===== src/rtl/q_update_ctrl_if.sv =====
// -----------------------------------------------------------------------------
// q_update_ctrl_if
// Bundles every non-clock signal of q_update_ctrl: the request handshake from
// the agent, the Q-table read/write ports, the q_updater datapath hookup and
// the status outputs.
//
// Handshake: a request transfers on a rising clk edge where req_valid and
// req_ready are both 1. The requester keeps req_valid and the request fields
// stable until that edge; req_valid seen while req_ready=0 is not queued.
//
// Modports:
//   slave  - the controller (q_update_ctrl)
//   master - the environment (agent, Q-table RAM, q_updater)
//
// Optional macro Q_TERMINAL_EN adds the req_terminal request field.
// -----------------------------------------------------------------------------
interface q_update_ctrl_if #(
   parameter int DATA_WIDTH = 32,
   parameter int STATE_W    = 4,
   parameter int ACTION_W   = 2
);
   // request side
   logic                        req_valid;
   logic                        req_ready;
   logic [STATE_W-1:0]          req_state;
   logic [ACTION_W-1:0]         req_action;
   logic [STATE_W-1:0]          req_next_state;
   logic [DATA_WIDTH-1:0]       req_reward;
`ifdef Q_TERMINAL_EN
   logic                        req_terminal;
`endif
   // Q-table
   logic                        mem_rd_en;
   logic [STATE_W+ACTION_W-1:0] mem_rd_addr;
   logic [DATA_WIDTH-1:0]       mem_rd_data;
   logic                        mem_wr_en;
   logic [STATE_W+ACTION_W-1:0] mem_wr_addr;
   logic [DATA_WIDTH-1:0]       mem_wr_data;
   // q_updater
   logic [DATA_WIDTH-1:0]       upd_q;
   logic [DATA_WIDTH-1:0]       upd_max_q;
   logic [DATA_WIDTH-1:0]       upd_rt;
   logic                        upd_valid;
   logic [DATA_WIDTH-1:0]       upd_q_new;
   // status
   logic                        done;
   logic                        busy;
   logic [15:0]                 update_count;

   modport slave (
`ifdef Q_TERMINAL_EN
      input  req_terminal,
`endif
      input  req_valid, req_state, req_action, req_next_state, req_reward,
      input  mem_rd_data, upd_q_new,
      output req_ready, mem_rd_en, mem_rd_addr, mem_wr_en, mem_wr_addr,
      output mem_wr_data, upd_q, upd_max_q, upd_rt, upd_valid,
      output done, busy, update_count
   );

   modport master (
`ifdef Q_TERMINAL_EN
      output req_terminal,
`endif
      output req_valid, req_state, req_action, req_next_state, req_reward,
      output mem_rd_data, upd_q_new,
      input  req_ready, mem_rd_en, mem_rd_addr, mem_wr_en, mem_wr_addr,
      input  mem_wr_data, upd_q, upd_max_q, upd_rt, upd_valid,
      input  done, busy, update_count
   );
endinterface


===== src/rtl/q_update_ctrl.sv =====
// -----------------------------------------------------------------------------
// q_update_ctrl
// Runs one Q-learning update per accepted request: reads Q(s,a), scans the
// NUM_ACTIONS entries of next state s' for max Q(s',.), presents q/max_q/rt to
// the q_updater for UPD_LAT cycles, then writes q_new back to Q(s,a).
//
// Ports:
//   clk  - clock
//   rst  - synchronous, active-high reset
//   bus  - q_update_ctrl_if.slave: request handshake, Q-table read/write,
//          q_updater hookup, done/busy/update_count status
//
// Sequence (cycle 0 = accept):
//   1       RD_Q    read {s,a}
//   2..N+1  RD_MAX  read {s',k}, k ascending; Q(s,a) captured at cycle 2
//   N+2     RD_WAIT capture last candidate
//   UPD_LAT UPDATE  upd_valid=1, q_new sampled on last cycle
//   1       WRITE   mem_wr_en, done, update_count++
//
// Optional macro Q_TERMINAL_EN: adds req_terminal; a terminal request skips
// the next-state scan (RD_Q -> RD_QWAIT -> UPDATE) and uses max_q = +0.
// -----------------------------------------------------------------------------
module q_update_ctrl #(
   parameter int DATA_WIDTH = 32,
   parameter int STATE_W    = 4,
   parameter int ACTION_W   = 2,
   parameter int UPD_LAT    = 1
) (
   input  logic           clk,
   input  logic           rst,
   q_update_ctrl_if.slave bus
);
   localparam int NUM_ACTIONS = 2 ** ACTION_W;
   localparam int LAT_W       = (UPD_LAT > 1) ? $clog2(UPD_LAT) : 1;

   typedef enum logic [2:0] {
      IDLE, RD_Q, RD_QWAIT, RD_MAX, RD_WAIT, UPDATE, WRITE
   } state_t;

   state_t                state;
   logic [STATE_W-1:0]    s_reg;
   logic [ACTION_W-1:0]   a_reg;
   logic [STATE_W-1:0]    sn_reg;
   logic [DATA_WIDTH-1:0] rt_reg;
   logic [DATA_WIDTH-1:0] q_reg;
   logic [DATA_WIDTH-1:0] max_reg;
   logic [ACTION_W-1:0]   k;
   logic [LAT_W-1:0]      lat_cnt;
`ifdef Q_TERMINAL_EN
   logic                  term_reg;
`endif

   // Sign-magnitude "strictly greater" so that ties (including +0 vs -0)
   // leave the earlier candidate in place.
   function automatic logic fp_gt(input logic [DATA_WIDTH-1:0] x,
                                  input logic [DATA_WIDTH-1:0] y);
      logic                  xs, ys;
      logic [DATA_WIDTH-2:0] xm, ym;
      xs = x[DATA_WIDTH-1];
      ys = y[DATA_WIDTH-1];
      xm = x[DATA_WIDTH-2:0];
      ym = y[DATA_WIDTH-2:0];
      if (!xs && !ys)     return xm > ym;
      else if (xs && ys)  return xm < ym;
      else if (!xs && ys) return (xm != '0) || (ym != '0);
      else                return 1'b0;
   endfunction

   always_ff @(posedge clk) begin
      if (rst) begin
         state            <= IDLE;
         s_reg            <= '0;
         a_reg            <= '0;
         sn_reg           <= '0;
         rt_reg           <= '0;
         q_reg            <= '0;
         max_reg          <= '0;
         k                <= '0;
         lat_cnt          <= '0;
`ifdef Q_TERMINAL_EN
         term_reg         <= 1'b0;
`endif
         bus.req_ready    <= 1'b1;
         bus.busy         <= 1'b0;
         bus.mem_rd_en    <= 1'b0;
         bus.mem_rd_addr  <= '0;
         bus.mem_wr_en    <= 1'b0;
         bus.mem_wr_addr  <= '0;
         bus.mem_wr_data  <= '0;
         bus.upd_q        <= '0;
         bus.upd_max_q    <= '0;
         bus.upd_rt       <= '0;
         bus.upd_valid    <= 1'b0;
         bus.done         <= 1'b0;
         bus.update_count <= '0;
      end else begin
         case (state)
            IDLE: begin
               // req_ready is 1 throughout IDLE, so req_valid alone accepts
               if (bus.req_valid) begin
                  s_reg           <= bus.req_state;
                  a_reg           <= bus.req_action;
                  sn_reg          <= bus.req_next_state;
                  rt_reg          <= bus.req_reward;
`ifdef Q_TERMINAL_EN
                  term_reg        <= bus.req_terminal;
`endif
                  bus.req_ready   <= 1'b0;
                  bus.busy        <= 1'b1;
                  bus.mem_rd_en   <= 1'b1;
                  bus.mem_rd_addr <= {bus.req_state, bus.req_action};
                  state           <= RD_Q;
               end
            end
            RD_Q: begin
`ifdef Q_TERMINAL_EN
               if (term_reg) begin
                  bus.mem_rd_en <= 1'b0;
                  state         <= RD_QWAIT;
               end else
`endif
               begin
                  bus.mem_rd_addr <= {sn_reg, {ACTION_W{1'b0}}};
                  k               <= '0;
                  state           <= RD_MAX;
               end
            end
            RD_QWAIT: begin
               q_reg         <= bus.mem_rd_data;
               bus.upd_q     <= bus.mem_rd_data;
               bus.upd_max_q <= '0;
               bus.upd_rt    <= rt_reg;
               bus.upd_valid <= 1'b1;
               lat_cnt       <= '0;
               state         <= UPDATE;
            end
            RD_MAX: begin
               // Read data lags the address by one cycle: at k=0 it is
               // Q(s,a), at k>=1 it is candidate k-1.
               if (k == '0)
                  q_reg <= bus.mem_rd_data;
               else if (k == ACTION_W'(1))
                  max_reg <= bus.mem_rd_data;
               else if (fp_gt(bus.mem_rd_data, max_reg))
                  max_reg <= bus.mem_rd_data;

               if (k == ACTION_W'(NUM_ACTIONS - 1)) begin
                  bus.mem_rd_en <= 1'b0;
                  state         <= RD_WAIT;
               end else begin
                  k               <= k + ACTION_W'(1);
                  bus.mem_rd_addr <= {sn_reg, k + ACTION_W'(1)};
               end
            end
            RD_WAIT: begin
               bus.upd_max_q <= fp_gt(bus.mem_rd_data, max_reg) ?
                                bus.mem_rd_data : max_reg;
               bus.upd_q     <= q_reg;
               bus.upd_rt    <= rt_reg;
               bus.upd_valid <= 1'b1;
               lat_cnt       <= '0;
               state         <= UPDATE;
            end
            UPDATE: begin
               if (lat_cnt == LAT_W'(UPD_LAT - 1)) begin
                  bus.upd_valid    <= 1'b0;
                  bus.mem_wr_en    <= 1'b1;
                  bus.mem_wr_addr  <= {s_reg, a_reg};
                  bus.mem_wr_data  <= bus.upd_q_new;
                  bus.done         <= 1'b1;
                  bus.update_count <= bus.update_count + 16'd1;
                  state            <= WRITE;
               end else begin
                  lat_cnt <= lat_cnt + LAT_W'(1);
               end
            end
            WRITE: begin
               bus.mem_wr_en <= 1'b0;
               bus.done      <= 1'b0;
               bus.busy      <= 1'b0;
               bus.req_ready <= 1'b1;
               state         <= IDLE;
            end
            default: state <= IDLE;
         endcase
      end
   end
endmodule

===== src/flat_wrapper.sv =====
// flat-port wrapper written by rule: the top's interface ports become plain ports
module q_update_ctrl_flat 
#(
   parameter int DATA_WIDTH = 32,
   parameter int STATE_W    = 4,
   parameter int ACTION_W   = 2,
   parameter int UPD_LAT    = 1
)
  (clk, rst, bus_req_valid, bus_req_state, bus_req_action, bus_req_next_state, bus_req_reward, bus_mem_rd_data, bus_upd_q_new, bus_req_ready, bus_mem_rd_en, bus_mem_rd_addr, bus_mem_wr_en, bus_mem_wr_addr, bus_mem_wr_data, bus_upd_q, bus_upd_max_q, bus_upd_rt, bus_upd_valid, bus_done, bus_busy, bus_update_count);
  q_update_ctrl_if #(.DATA_WIDTH(DATA_WIDTH), .STATE_W(STATE_W), .ACTION_W(ACTION_W)) bus_i ();
  input  logic clk;
  input  logic rst;
  input wire logic [$bits(bus_i.req_valid)-1:0] bus_req_valid;
  input wire logic [$bits(bus_i.req_state)-1:0] bus_req_state;
  input wire logic [$bits(bus_i.req_action)-1:0] bus_req_action;
  input wire logic [$bits(bus_i.req_next_state)-1:0] bus_req_next_state;
  input wire logic [$bits(bus_i.req_reward)-1:0] bus_req_reward;
  input wire logic [$bits(bus_i.mem_rd_data)-1:0] bus_mem_rd_data;
  input wire logic [$bits(bus_i.upd_q_new)-1:0] bus_upd_q_new;
  output wire logic [$bits(bus_i.req_ready)-1:0] bus_req_ready;
  output wire logic [$bits(bus_i.mem_rd_en)-1:0] bus_mem_rd_en;
  output wire logic [$bits(bus_i.mem_rd_addr)-1:0] bus_mem_rd_addr;
  output wire logic [$bits(bus_i.mem_wr_en)-1:0] bus_mem_wr_en;
  output wire logic [$bits(bus_i.mem_wr_addr)-1:0] bus_mem_wr_addr;
  output wire logic [$bits(bus_i.mem_wr_data)-1:0] bus_mem_wr_data;
  output wire logic [$bits(bus_i.upd_q)-1:0] bus_upd_q;
  output wire logic [$bits(bus_i.upd_max_q)-1:0] bus_upd_max_q;
  output wire logic [$bits(bus_i.upd_rt)-1:0] bus_upd_rt;
  output wire logic [$bits(bus_i.upd_valid)-1:0] bus_upd_valid;
  output wire logic [$bits(bus_i.done)-1:0] bus_done;
  output wire logic [$bits(bus_i.busy)-1:0] bus_busy;
  output wire logic [$bits(bus_i.update_count)-1:0] bus_update_count;
  assign bus_i.req_valid = bus_req_valid;
  assign bus_i.req_state = bus_req_state;
  assign bus_i.req_action = bus_req_action;
  assign bus_i.req_next_state = bus_req_next_state;
  assign bus_i.req_reward = bus_req_reward;
  assign bus_i.mem_rd_data = bus_mem_rd_data;
  assign bus_i.upd_q_new = bus_upd_q_new;
  assign bus_req_ready = bus_i.req_ready;
  assign bus_mem_rd_en = bus_i.mem_rd_en;
  assign bus_mem_rd_addr = bus_i.mem_rd_addr;
  assign bus_mem_wr_en = bus_i.mem_wr_en;
  assign bus_mem_wr_addr = bus_i.mem_wr_addr;
  assign bus_mem_wr_data = bus_i.mem_wr_data;
  assign bus_upd_q = bus_i.upd_q;
  assign bus_upd_max_q = bus_i.upd_max_q;
  assign bus_upd_rt = bus_i.upd_rt;
  assign bus_upd_valid = bus_i.upd_valid;
  assign bus_done = bus_i.done;
  assign bus_busy = bus_i.busy;
  assign bus_update_count = bus_i.update_count;
  q_update_ctrl #(.DATA_WIDTH(DATA_WIDTH), .STATE_W(STATE_W), .ACTION_W(ACTION_W), .UPD_LAT(UPD_LAT)) u_core (.clk(clk), .rst(rst), .bus(bus_i));
endmodule

===== config.mk =====
export PLATFORM = sky130hd
export DESIGN_NAME = q_update_ctrl_flat
export DESIGN_NICKNAME = d
export VERILOG_FILES = /design/src/rtl/q_update_ctrl_if.sv /design/src/rtl/q_update_ctrl.sv /design/src/flat_wrapper.sv
export SDC_FILE = /design/constraint.sdc
export NUM_CORES = 1
export LEC_CHECK = 0
export ABC_CLOCK_PERIOD_IN_PS = 6220
export BUFFER_PORTS_ARGS = -buffer_cell sky130_fd_sc_hd__buf_2
export CAP_MARGIN = 20
export CORE_MARGIN = 1.5
export CORE_UTILIZATION = 58
export CTS_CLUSTER_SIZE = 8
export DETAILED_ROUTE_END_ITERATION = 7
export HOLD_SLACK_MARGIN = 0.05
export MAX_ROUTING_LAYER = met4
export PLACE_DENSITY = 0.93
export SLEW_MARGIN = 20
export SYNTH_ARGS = -nofsm -noshare
export SYNTH_HDL_FRONTEND = slang
export SYNTH_SLANG_ARGS = --single-unit

===== constraint.sdc =====
create_clock -name clk -period 6.22 [get_ports clk]
set_input_delay 1.244 -clock clk [delete_from_list [all_inputs] [get_ports clk]]
set_output_delay 1.244 -clock clk [all_outputs]
set_load 0.03 [all_outputs]

After elaboration in Yosys (flattened, before gate mapping)
Index checks and enable logic that the tools add are counted.

Register bits: 273. Input port bits: 109. Output and inout port bits: 162. Word-level logic and storage cells: 109.

Add/subtract/negate cells: 3. $lt $le $gt $ge: 2. Equality and inequality tests: 13. Multiplexer cells: 37. Bitwise operators: 2. Reductions and logical operators: 31.

Operators by type and width (number): case mux 32 bit (2 select lines) (3); 2-to-1 mux 32 bit (4); nonzero test 31 bit (2); > comparator 31 bit (1); < comparator 31 bit (1); case mux 6 bit (3 select lines) (1); adder 16 x 1 -> 16 bit (second input constant) (1); nonzero test 2 bit (8); 2-to-1 mux 1 bit (15); case mux 3 bit (5 select lines) (1); AND reduction 2 bit (7); 2-to-1 mux 6 bit (2); case mux 1 bit (2 select lines) (6); AND reduction 3 bit (4); equality test 3 bit (second input constant) (3); 2-to-1 mux 3 bit (3); equality test 3 x 2 -> 1 bit (second input constant) (2); inequality test 2 bit (second input constant) (3); inequality test 2 x 1 -> 1 bit (second input constant) (2); case mux 2 bit (2 select lines) (1); equality test 3 x 1 -> 1 bit (second input constant) (1); logical AND 1 bit (3); zero test 3 bit (1); nonzero test 3 bit (1); other kinds (10) (12).

Depth between registers and ports, before layout
Gate-level depths: netlist of run 1.

Depth after elaboration: 11. Depth in mapped cells: 11. Mapped depth without buffers: 9.

Worst setup path after synthesis of run 1
OpenSTA, ideal clock, no wires.

Path kind: input -> register. From: input bus_mem_rd_data[13]. To: register u_core.bus.upd_max_q[10]. Library setup time: 0.122 ns. Arrival time: 3.210 ns. Required time: 6.098 ns. Slack: 2.888 ns. Stages on the path: 10. Buffers on the path: 2. Path through: ha_1 nand4_1 nor3_2 o31ai_1 a211o_1 a21o_1 and2_1 buf_6 buf_6 a311o_1.

Word-level cells in the longest chain between the ends: 9. Elaborated cells between the ends (all ways): 11. Those cells by class: 2 x order compare; 7 x mux; 2 x reduce/logical.

RTL lines: from (decl) (line flat_wrapper.sv:18) `input wire logic [$bits(bus_i.mem_rd_data)-1:0] bus_mem_rd_data;`; parallel branches: the longest is 4 deep, another holds < comparator 31 bit; 2-to-1 mux 1 bit (*); 2-to-1 mux 1 bit (*) (line q_update_ctrl.sv:97) `case (state)`; 2-to-1 mux 1 bit (*) (line q_update_ctrl.sv:70) `if (rst) begin`; 2-to-1 mux 32 bit (*) (line q_update_ctrl.sv:156) `bus.upd_max_q <= fp_gt(bus.mem_rd_data, max_reg) ?`; case mux 32 bit (2 select lines) (*) (line q_update_ctrl.sv:97); to (signal assigned) (line q_update_ctrl.sv:156); to (decl) (line q_update_ctrl_if.sv:57) `output mem_wr_data, upd_q, upd_max_q, upd_rt, upd_valid,`.

Mark *: on every way between the ends. The select of a mux whose other input is x is not followed. A chain may end at the register's enable or synchronous reset.

Final worst setup path of run 1
From: input bus_mem_rd_data[13]. To: register u_core.max_reg[11].

Word-level cells in the longest chain between the ends: 11. Elaborated cells between the ends (all ways): 13. Those cells by class: 2 x order compare; 7 x mux; 4 x reduce/logical.

RTL lines: parallel branches: the longest is 4 deep, another holds < comparator 31 bit; 2-to-1 mux 1 bit (*) (line q_update_ctrl.sv:63) `if (!xs && !ys) return xm > ym;`; 2-to-1 mux 1 bit (*) (line q_update_ctrl.sv:142) `else if (k == ACTION_W'(1))`; 2-to-1 mux 1 bit (*) (line q_update_ctrl.sv:140) `if (k == '0)`; 2-to-1 mux 1 bit (*) (line q_update_ctrl.sv:97); 2-to-1 mux 1 bit (*) (line q_update_ctrl.sv:70); nonzero test 2 bit (no line) (*); AND reduction 3 bit (no line) (*); to (signal assigned) (line q_update_ctrl.sv:143) `max_reg <= bus.mem_rd_data;`; to (signal assigned) (line q_update_ctrl.sv:145) `max_reg <= bus.mem_rd_data;`; to (decl) (line q_update_ctrl.sv:46) `logic [DATA_WIDTH-1:0] max_reg;`.

Marked as above.

==> results of run 1 <==
-- cell usage after synthesis (all sizes together) (3+ instances only) --
library cell / number / share of area (%)
a311oi: 7 / 0.53
xor2: 9 / 0.68
nand2: 351 / 11
buf: 14 / 0.87
nor3: 8 / 0.39
nor2b: 3 / 0.16
or3: 3 / 0.16
mux2i: 63 / 5.4
and2: 35 / 1.9
a21oi: 201 / 8.7
clkbuf: 88 / 2.8
and3: 5 / 0.27
nor2: 70 / 2.3
o21bai: 3 / 0.19
a21o: 3 / 0.19
o21a: 4 / 0.26
ha: 34 / 3.7
xnor2: 3 / 0.23
and4: 3 / 0.23
nand3: 6 / 0.26
nand2b: 66 / 3.6
inv: 36 / 1.2
a211oi: 35 / 2.3
nor4: 18 / 0.97
a311o: 32 / 2.8
nand4: 13 / 0.70
o21ai: 12 / 0.52
dfxtp: 272 / 47
-- logic make-up (layout without fill, tap and decap cells) --
| family | count (synthesis) | after routing |
|---|---|---|
| compound gates | 305 | 305 |
| xor+xnor | 12 | 12 |
| fa+ha+maj | 34 | 34 |
| buf+inv | 138 | 362 |
| flops | 272 | 272 |
| mux | 63 | 63 |
| other cells | 0 | 2 |
| simple gates | 583 | 583 |
-- layout make-up --
type,instances,area [um2],share of cell area (%)
multi-input cells,997,5660,40.2
flip-flops and latches,272,5450,38.7
repair buffers,284,1480,10.5
clock buffers,40,1000,7.11
well taps,265,332,2.36
inverters,36,135,0.960
clock inverters,2,25.0,0.178
diodes,2,5.00,0.0356
-- through the flow --
stage / cell area [um2] / util, %
3_5_place_dp: 13000 / 66.6
4_1_cts: 14100 / 71.8
5_1_grt: 14100 / 71.8
6_report: 14100 / 71.9
2_1_floorplan: 11600 / -
3_3_place_gp: 13000 / 66.6
-- power by group --
group / internal, mW / switching (mW)
sequential: 1.82 / 0.0420
combinational: 0.151 / 0.339
clock: 1.13 / 0.714
total: 3.10 / 1.09
-- critical path, stage by stage --
cell	delay [ps]
buf_2	140
ha_1	350
nand4_1	150
nor3_2	310
o31ai_1	120
a211o_1	350
a21o_1	250
a21oi_4	670
buf_4	400
mux2i_1	330
-- per-layer routing --
metal,vias up,GRT usage [%]
met5,-,-
met4,0,15.6
met3,135,7.58
met2,576,52.4
met1,5226,36.0
li1,5218,-
-- cells in the final DEF, fill, tap and decap left out, types with 2 or more instances in the layout --
cell,n
mux2i_1,63
clkbuf_16,40
nor2b_1,2
buf_2,269
a211oi_1,35
nor2_4,2
a311o_1,32
a21oi_1,200
diode_2,2
nand3_1,6
and4_1,3
nand2b_1,66
and2_1,35
a311oi_1,7
a21o_1,3
o21a_1,3
ha_1,34
nor2_1,68
and3_1,4
nand2_1,351
o21bai_1,3
nor4_1,18
o21ai_0,10
xor2_1,9
dfxtp_1,272
or3_1,3
o21ai_2,2
nor3_1,7
xnor2_1,3
buf_4,13
inv_1,36
nand4_1,13
-- worst paths after layout --
kind                  startpoint                   end  slack (ps)  depth (start not counted)
max          bus_mem_rd_data[13]    u_core.max_reg[11]        2320                         10
min             u_core.rt_reg[6]  u_core.bus.upd_rt[6]         450                          2
max reg2reg   u_core.max_reg[11]    u_core.max_reg[11]        2710                         10
min reg2reg     u_core.rt_reg[6]  u_core.bus.upd_rt[6]         450                          2
==> flow_metrics.tcl, run 1 <==
set metrics [dict create \
    status "finished, violations left" \
    violations "DRC" \
    hold_viol_final 0 \
    post_synth_num_cell_types 44 \
    drive_gt1_share_pct 20.6 \
    post_drt_wl_per_cell_um 17.8 \
    ys_seq_elements 272 \
    antenna_found_initial 1 \
    dp.cells 1854 \
    synth.area.mux_share_pct 5.42 \
    top_layer "met4" \
    synth-xor-area-share_pct 0.904 \
    core-area_mm2 0.0196 \
    cp.arrival_ps 4310 \
    grtUsageTotal_pct 31.7 \
    postCtsSetupBuffers 0 \
    dieArea_mm2 0.0209 \
    numCtsBuffers 39 \
    relSlewSlack_pct 30.0 \
    worst_pin_slew_ps 1050 \
    met3WireLength_um 3000 \
    drtPass1Iterations 8 \
    ys_async_sr_fraction_pct 0 \
    ir_drop_v 0.000184 \
    yosys.area_share.simple_pct 22.3 \
    leakage_nw 5.61 \
    die_h_um 145 \
    numPortBuffers 270 \
    hp-class "flop to flop" \
    nNetsFinal 1773 \
    synthAdderAreaFrac_pct 3.66 \
    whs_ps 448 \
    wl_met1_um 13000 \
    synth_compound_area_share_pct 16.0 \
    cts_root_buf "clkbuf_16" \
    crit_fanout 19 \
    vias_per_cell 5.88 \
    gp_congestion 0.960 \
    nFillCells 1380 \
    htreeDepth 2 \
    grt_max_degree 233 \
    power.total_mw 4.19 \
    initial_core_util_pct 59.3 \
    die_w_um 145 \
    hpwl_um 22000 \
    finalSetupViolCount 0 \
    dr_wl_met2_um 16300 \
    post-route-worst-setup-slack_ps 2320 \
    first_global_vias 10249 \
    tns_ps 0 \
    drcViolationCount 2 \
    synth_area_mm2 0.0116 \
    cap_violations 0 \
    syn_nets 1550 \
    area_growth_pct 21.1 \
    powerDensity_mw_per_mm2 298 \
    period_share_pct 62.6 \
    endpoint_kind "flop" \
    syn_area_per_cell_um2 8.26 \
    required_ps 6630 \
    rsz0062_at_grt "no" \
    vias 11155 \
    grt_pass1_wl_um 51000 \
    instances_no_fill 1898 \
    detail-route-antenna-nets 0 \
    synth_seq_area_share_pct 46.8 \
    synth_top_family_by_area "simple AND/OR/NAND/NOR gates" \
    startpoint_type "primary input" \
    finClkSkew_ps 28.0 \
    ys_warn_count 0 \
    postSynthCellCount 1407 \
    ys.flop_type "dfxtp_1" \
    place_ws_ps 1980 \
    io_pins 271 \
    hold_buffers 0 \
    cts_resized 0 \
    crit_type "primary input to flop" \
    maxSlewViolCount 0 \
    clk_pin_slew_ps 50 \
    drtIter0Drc 857 \
    fmax_ghz 0.257 \
    cts_tree "yes" \
    clock-sinks 272 \
    overflow 0 \
    rows 51 \
    finalWirelength_um 33800 \
    period_needed_ps 3900 \
    cts.path.max_buffers 3 \
    synth_edf_count 0 \
    clock_latency_ps 520 \
]
Power figures use the tool's default switching activity.
==> run 2, diff against run 1 <==
Settings changed: ABC_AREA set to 1, ABC_CLOCK_PERIOD_IN_PS 6220 to 3900, CORE_UTILIZATION 58 to 54, PLACE_DENSITY 0.93 to 0.88.
Clock period 6.22 ns to 3.9 ns, I/O delays scaled along.
==> flow_metrics.tcl, run 2 <==
set metrics [dict create \
    status "finished clean" \
    hp-class "flop to flop" \
    p_switching_mw 3.07 \
    cts_resized 0 \
    htreeDepth 2 \
    syn_nets 1703 \
    grt_max_degree 91 \
    synth_seq_area_share_pct 47.4 \
    hold_viol_final 0 \
    tns_ps 0 \
    post-route-worst-setup-slack_ps 1200 \
    place_ws_ps 778 \
    cp.arrival_ps 3130 \
    die_w_um 149 \
    relSlewSlack_pct 42.6 \
    hpwl_um 21600 \
    drtIter0Drc 677 \
    combPwrFrac_pct 26.8 \
    vias_per_cell 5.55 \
    post_drt_wl_per_cell_um 15.6 \
    yosysMostFrequentCell "nand2_1" \
    finClkSkew_ps 12.0 \
    dp.cells 2021 \
    nNetsFinal 1931 \
    powerDensity_mw_per_mm2 631 \
    detail-route-antenna-nets 0 \
    synth_area_mm2 0.0115 \
    instances_no_fill 2065 \
    most-common-layout-cells "nand2_1, dfxtp_1, buf_2" \
    overflow 0 \
    rows 53 \
    yosys.area.top_type_share_pct 47.4 \
    first_global_vias 10631 \
    ys_warn_count 0 \
    power.internal_mw 5.77 \
    dieArea_mm2 0.0222 \
    fmax_ghz 0.370 \
    post_dp_cell_area_mm2 0.0130 \
    ys.flop_type "dfxtp_1" \
    cts_tree "yes" \
    gp_congestion 0.887 \
    ir_drop_v 0.000383 \
    area_growth_pct 21.9 \
    fin_util_pct 66.8 \
    p_sw_share_pct 34.7 \
    design_area_mm2 0.0140 \
    grtUsageTotal_pct 29.2 \
    crit_type "flop to flop" \
    finalSetupViolCount 0 \
    synthTopCellsByCount "nand2_1, dfxtp_1, a21oi_1" \
    initial_core_util_pct 54.9 \
    ys_async_sr_fraction_pct 0 \
    vias 11462 \
    hold_buffers 0 \
    leakage_nw 6.58 \
    startpoint_type "flop" \
    drcViolationCount 0 \
    synth_edf_count 0 \
    postSynthCellCount 1560 \
    cap_violations 0 \
    cts_root_buf "clkbuf_16" \
    p_seq_share_pct 40.0 \
    endpoint_kind "flop" \
    required_ps 4320 \
    maxSlewViolCount 0 \
    crit_fanout 34 \
    synth_top_cell_by_area "dfxtp_1" \
    period_share_pct 69.3 \
    postCtsSetupBuffers 0 \
    rsz0062_at_grt "no" \
    grt_pass1_wl_um 51700 \
    syn_area_per_cell_um2 7.37 \
    whs_ps 437 \
    final_common_cell "nand2_1" \
    clock_latency_ps 500 \
    drtPass1Iterations 8 \
    drive_gt1_share_pct 21.9 \
    worst_pin_slew_ps 859 \
    clk_pin_slew_ps 50 \
    post_synth_num_cell_types 37 \
    finalWirelength_um 32100 \
    io_pins 271 \
    power.total_mw 8.84 \
    clock-sinks 272 \
    ys_top_cells_by_area "dfxtp_1, nand2_1, a21oi_1, nand3_1, o21ai_0" \
    core-area_mm2 0.0210 \
    cts.path.max_buffers 3 \
    numPortBuffers 270 \
    antenna_found_initial 2 \
    period_needed_ps 2700 \
    die_h_um 149 \
    clock_power_share_pct 33.1 \
    numCtsBuffers 39 \
    ys_seq_elements 272 \
]
[run 2: changes by cell type after synthesis, moves of 35 or more]
cell	previous run	this run
a211oi_1	35	0
a31oi_1	0	37
and2_1	35	0
inv_1	36	105
inv_2	0	41
mux2i_1	63	0
nand2b_1	66	0
nand3_1	6	112
nor2_1	70	116
o21ai_0	10	112
o21ai_1	2	46
[run 2: worst paths after layout]
check / from / endpoint / slack, ps / cells after the start
worst max-delay path: u_core.max_reg[12] / u_core.max_reg[2] / 1200 / 16
worst min-delay path: u_core.bus.mem_wr_data[4] / u_core.bus.mem_wr_data[4] / 440 / 2
worst max register to register: u_core.max_reg[12] / u_core.max_reg[2] / 1200 / 16
worst min register to register: u_core.bus.mem_wr_data[4] / u_core.bus.mem_wr_data[4] / 440 / 2
[run 2: kinds of logic after synthesis]
group / synth area share [%]
compound gates: 17.1
xor+xnor: 0.0762
fa+ha+maj: 3.70
buf+inv: 8.42
flops: 47.4
simple gates: 23.4
[run 2: power by group through the flow]
stage	clock, mW	combinational (mW)	sequential [mW]
5_1_grt	3.09	2.60	3.58
4_1_cts	2.97	2.35	3.53
2_1_floorplan	0	1.15	4.06
3_5_place_dp	0	2.34	3.57
6_report	2.93	2.37	3.54
3_3_place_gp	0	2.27	3.55
[run 2: layout make-up]
class	count	area, um2
Antenna cell	2	5.00
Clock buffer	41	1030
Fill cell	1703	6950
Inverter	148	562
Multi-Input combinational cell	1037	5110
Sequential cell	272	5450
Tap cell	275	344
Timing Repair Buffer	290	1510
[run 2: worst max-delay path, cell delays in order, from the launching register on]
cell	delay, ps
dfxtp_1	350
inv_1	100
ha_1	310
nand2_1	70
nor2_1	130
inv_1	50
nor2_1	170
nand2_1	80
nor3_1	140
nor2_1	70
nand2_2	70
buf_4	310
nand4_2	150
buf_4	270
nand3_1	110
nand2_1	60
nor2_1	140
[run 2: per-layer routing]
layer  GRT usage, %  vias to the layer above  share of wire [%]  wire length, um
met4           11.9                        0                3.9             1250
met2           49.3                      473                 48            15400
met1           34.4                     5290                 42            13400
li1               -                     5611                  -                -
met5              -                        -                  0                0
met3           5.11                       88                6.7             2160
